[config.mk]
export PLATFORM = sky130hd
export DESIGN_NAME = alu_seq
export DESIGN_NICKNAME = d
export VERILOG_FILES = /design/src/rtl/alu_seq.sv
export SDC_FILE = /design/constraint.sdc
export NUM_CORES = 1
export LEC_CHECK = 0
export ABC_AREA = 0
export BUFFER_PORTS_ARGS = -buffer_cell sky130_fd_sc_hd__clkbuf_2
export CAP_MARGIN = 10
export CORE_MARGIN = 4
export CORE_UTILIZATION = 54
export DETAILED_ROUTE_END_ITERATION = 16
export PLACE_DENSITY = 0.79
export SYNTH_ARGS = -nofsm -noshare
export SYNTH_HDL_FRONTEND = slang
export SYNTH_SLANG_ARGS = --single-unit
[constraint.sdc]
create_clock -name ck -period 2.3 [get_ports ck]
set_input_delay 0 -clock ck [delete_from_list [all_inputs] [get_ports ck]]
set_output_delay 0 -clock ck [all_outputs]
set_load 0.05 [all_outputs]
[src/rtl/alu_seq.sv]
// Register-file sequencer for an external ALU with a fixed result latency.
// It loads immediates, issues operands and control to the ALU, then writes the result back.
module alu_seq #(
    parameter int LAT = 2
) (
    input  logic       ck,
    input  logic       rst,
    input  logic       in_valid,
    output logic       in_ready,
    input  logic       in_ld,
    input  logic [3:0] in_op,
    input  logic [1:0] in_rd,
    input  logic [1:0] in_rs,
    input  logic [1:0] in_rt,
    input  logic [7:0] in_imm,
    output logic [7:0] A,
    output logic [7:0] B,
    output logic [3:0] CTR,
    input  logic [7:0] O,
    output logic       out_valid,
    output logic [7:0] out_data,
    output logic       out_err
);

    // state | meaning
    // IDLE  | ready; loads complete here, ALU ops are accepted here
    // ISSUE | operands and control just presented to the ALU
    // WAIT  | counting down the ALU latency
    // DONE  | result written back, out_valid high
    typedef enum logic [1:0] {
        IDLE  = 2'd0,
        ISSUE = 2'd1,
        WAIT  = 2'd2,
        DONE  = 2'd3
    } state_t;

    localparam int CW = (LAT > 1) ? $clog2(LAT) : 1;

    state_t        state;
    state_t        state_nxt;
    logic [CW-1:0] cnt;
    logic [7:0]    rf [4];
    logic [1:0]    rd_q;
    logic          accept;
    logic          wb;

    assign in_ready = (state == IDLE) && !rst;
    assign accept   = in_valid && in_ready;
    assign wb       = (state == WAIT) && (cnt == '0);

    always_comb begin
        state_nxt = state;
        case (state)
            IDLE:    if (accept && !in_ld) state_nxt = ISSUE;
            ISSUE:   state_nxt = WAIT;
            WAIT:    if (wb) state_nxt = DONE;
            DONE:    state_nxt = IDLE;
            default: state_nxt = IDLE;
        endcase
    end

    always_ff @(posedge ck) begin
        if (rst) begin
            state     <= IDLE;
            cnt       <= '0;
            rd_q      <= '0;
            A         <= '0;
            B         <= '0;
            CTR       <= '0;
            out_valid <= 1'b0;
            out_data  <= '0;
            out_err   <= 1'b0;
            for (int i = 0; i < 4; i++) rf[i] <= '0;
        end else begin
            state     <= state_nxt;
            out_valid <= wb;
            // Operands are captured from the register file at the accepting edge,
            // so a destination that aliases a source is only overwritten at writeback.
            if (accept) begin
                if (in_ld) begin
                    rf[in_rd] <= in_imm;
                end else begin
                    A    <= rf[in_rs];
                    B    <= rf[in_rt];
                    CTR  <= in_op;
                    rd_q <= in_rd;
                end
            end
            // WAIT spans LAT cycles: load LAT-1 and write back when the count hits zero.
            if (state == ISSUE) begin
                cnt <= CW'(LAT - 1);
            end else if ((state == WAIT) && (cnt != '0)) begin
                cnt <= cnt - 1'b1;
            end
            if (wb) begin
                rf[rd_q] <= O;
                out_data <= O;
                out_err  <= (CTR >= 4'd2) && (CTR <= 4'd7);
            end
        end
    end

endmodule
==> metrics.cfg <==
[logic_synthesis]
synth_top_cells_by_count=nand2_1, dfxtp_1, edfxtp_1
synthCells=275
synth_top_family_by_area=simple AND/OR/NAND/NOR gates
synth_flop_cell=dfxtp_1
synth_edf_count=32
synth.area.top_cells=edfxtp_1, dfxtp_1, mux4_2
synth_nets=308
avgSynthCellArea_um2=11.00
synthArstFlopShare_pct=0
syn_area_um2=3024
yosys.area.top_type=edfxtp_1
ys_warn_count=0
synth_top_area_share_pct=31.77
ys_ff_latch=67
yosys.area_share.simple_pct=17.46
synthMuxAreaShare_pct=12.25
seq_area_frac_synth_pct=54.94
synth_compound_area_share_pct=9.350
yosys.area_share.xor_xnor_pct=0
ys_types=33
post-synth-top-count-cell=nand2_1
yosys.area_share.adder_pct=1.241

[route]
wl_per_cell_um=17.57
vias_per_cell=5.699
routed_wl_um=7518
drc=0
antenna_left=0
drtIter0Drc=220
dr.pass1.iters=5
vias=2439

[clock_tree]
post_cts_resized=0
cts_sinks=67
cts-root-buf=clkbuf_8
tritoncts=yes
clkTransAtPathRegs_ns=0.07
cts_max_path_buffers=2
clock_latency_ns=0.34
htree_levels=3
cts_buffers=9
postCtsSetupBuffers=0

[floorplan]
die_x_um=82.84
initial_core_util_pct=57.38
core-area_um2=5270
die_h_um=82.84
rows=26
io_pins=61
die_area_um2=6862

[power_and_ir_drop]
clkPwrFrac_pct=29.9
irDropWorstVdd_uv=496.6
p_sw_uw=989.5
sw_frac_of_total_pct=31.57
comb_power_share_pct=24.1
seq_power_share_pct=46.0
intPower_mw=2.145
leakage_nw=1.483
power.density_nw_per_um2=844.9

[min_path]
hp-class=primary input to flop

[sta]
hold_ws_ns=0.01730
setup_viol=0
fin_tns_setup_ns=0
slew_violations=0
slew_headroom_pct=65.69
fin_skew_ns=0.007008
min_period_over_period_pct=93.20
clock.fmax_ghz=0.4665
hold_viol_final=0
rsz0062_at_grt=false
worstMarginPinSlew_ns=0.5147
fin_crit_ns=2.144

[global_routing]
gr-total-overflow=0
grtUsageTotal_pct=23.02
antenna_found_initial=0
grt_pass1_wl_um=12340
grt_max_degree=23
grt_pass1_vias=2451

[cells_and_area]
antenna_cells=0
layout.nets=386
utilization_pct=70.39
fin_cells=428
area_growth_pct=22.67
final_layout_size_suffix_gt1_share_pct=30.45

[place]
gp_congestion=0.8484
portBuffers=60
place_hpwl_um=5183
post-place-cells=398

[setup_path]
critical_path.endpoint_type=flop
crit_arrival_ns=2.12
crit_required_ns=2.28
start_kind=flop
worstPathMaxFanout=14
worstSetupPathType=flop to flop

[job]
cap_violations=0

[status]
outcome=complete, no violations

==> cell families after synthesis <==
family / count (synthesis)
multiplexers: 17
buffers and inverters: 28
AND/OR/NAND/NOR: 114
flip-flops: 67
AO/OA/AOI/OAI: 46
adder cells (fa/ha/maj): 3
==> layout by cell type (no fill, tap or decap) <==
cell	n
edfxtp_1	32
a21oi_2	2
ha_1	3
a21oi_1	31
buf_4	8
o22ai_2	1
nor2_2	1
inv_2	1
nor4_4	1
clkbuf_8	11
nor3_4	1
nor2_1	30
nand3b_1	1
dlygate4sd3_1	14
clkbuf_2	60
nand2b_1	5
inv_1	12
nor4_1	2
nor3b_4	1
a22oi_1	8
nor3_1	5
nand2_1	64
clkbuf_1	3
clkbuf_16	1
mux2i_1	1
or3b_1	1
clkinv_2	1
a21o_1	1
a22oi_2	1
a31oi_1	1
nand2b_4	1
o21bai_2	1
nor2b_4	1
mux4_2	16
dfxtp_1	35
==> path summary, 6_finish.rpt <==
check | from | endpoint | slack [ns] | cells after the start
setup / recovery | state[0] | rf[2][1] | 0.16 | 6
hold / removal | in_imm[5] | rf[3][5] | 0.02 | 3
setup reg to reg | state[0] | rf[2][1] | 0.16 | 6
hold reg to reg | A[4] | A[4] | 0.45 | 2
==> through the flow <==
step,instance area [µm²],power (mW),setup WS (ns)
5_1_grt,3710,3.271,0.02467
6_report,3710,3.134,0.1563
2_1_floorplan,3024,2.011,0.4263
3_3_place_gp,3377,2.179,0.3195
3_5_place_dp,3377,2.199,0.1925
4_1_cts,3710,3.146,0.1804
==> metal layers <==
metal,track usage [%],wire (µm)
met5,0,0
met4,10.40,177
met3,6.733,588
met1,26.45,2901
met2,39.58,3849
==> sequential cells by signal, summed over array words and instances (netlist names) <==
name	count
cnt	1
A	8
rd_q	2
out_err	1
out_valid	1
state	2
rf	32
CTR	4
B	8
out_data	8
==> power groups by stage <==
stage / logic, mW / registers [mW] / clock network (mW)
final: 0.754 / 1.44 / 0.937
after global routing: 0.812 / 1.46 / 1.00
after CTS: 0.751 / 1.44 / 0.952
after detailed placement: 0.730 / 1.47 / 0
after global placement: 0.719 / 1.46 / 0
after floorplan: 0.428 / 1.58 / 0
==> layout make-up <==
cell class / count / area, µm²
clock buffer: 15 / 187.7
clock inverter: 1 / 5.005
fill: 367 / 1560
inverter: 13 / 48.80
multi-input combinational: 180 / 1219
sequential: 67 / 1662
tap: 70 / 87.58
timing repair buffer: 82 / 500.5
==> worst max-delay path: stages (launching register included) <==
cell and delay [ns]:
dfxtp_1 0.35, inv_1 0.07, ha_1 0.26, nor2b_4 0.21, nor4_1 0.41, o21bai_2 0.10, nand2b_1 0.38
==> repair_timing <==
action                                 4_1_cts  5_1_grt
endpoints found under the hold margin       14        0
setup endpoints to repair                    0        0
hold buffers                                14        0
Note: power is estimated with default switching activity, not from simulation.
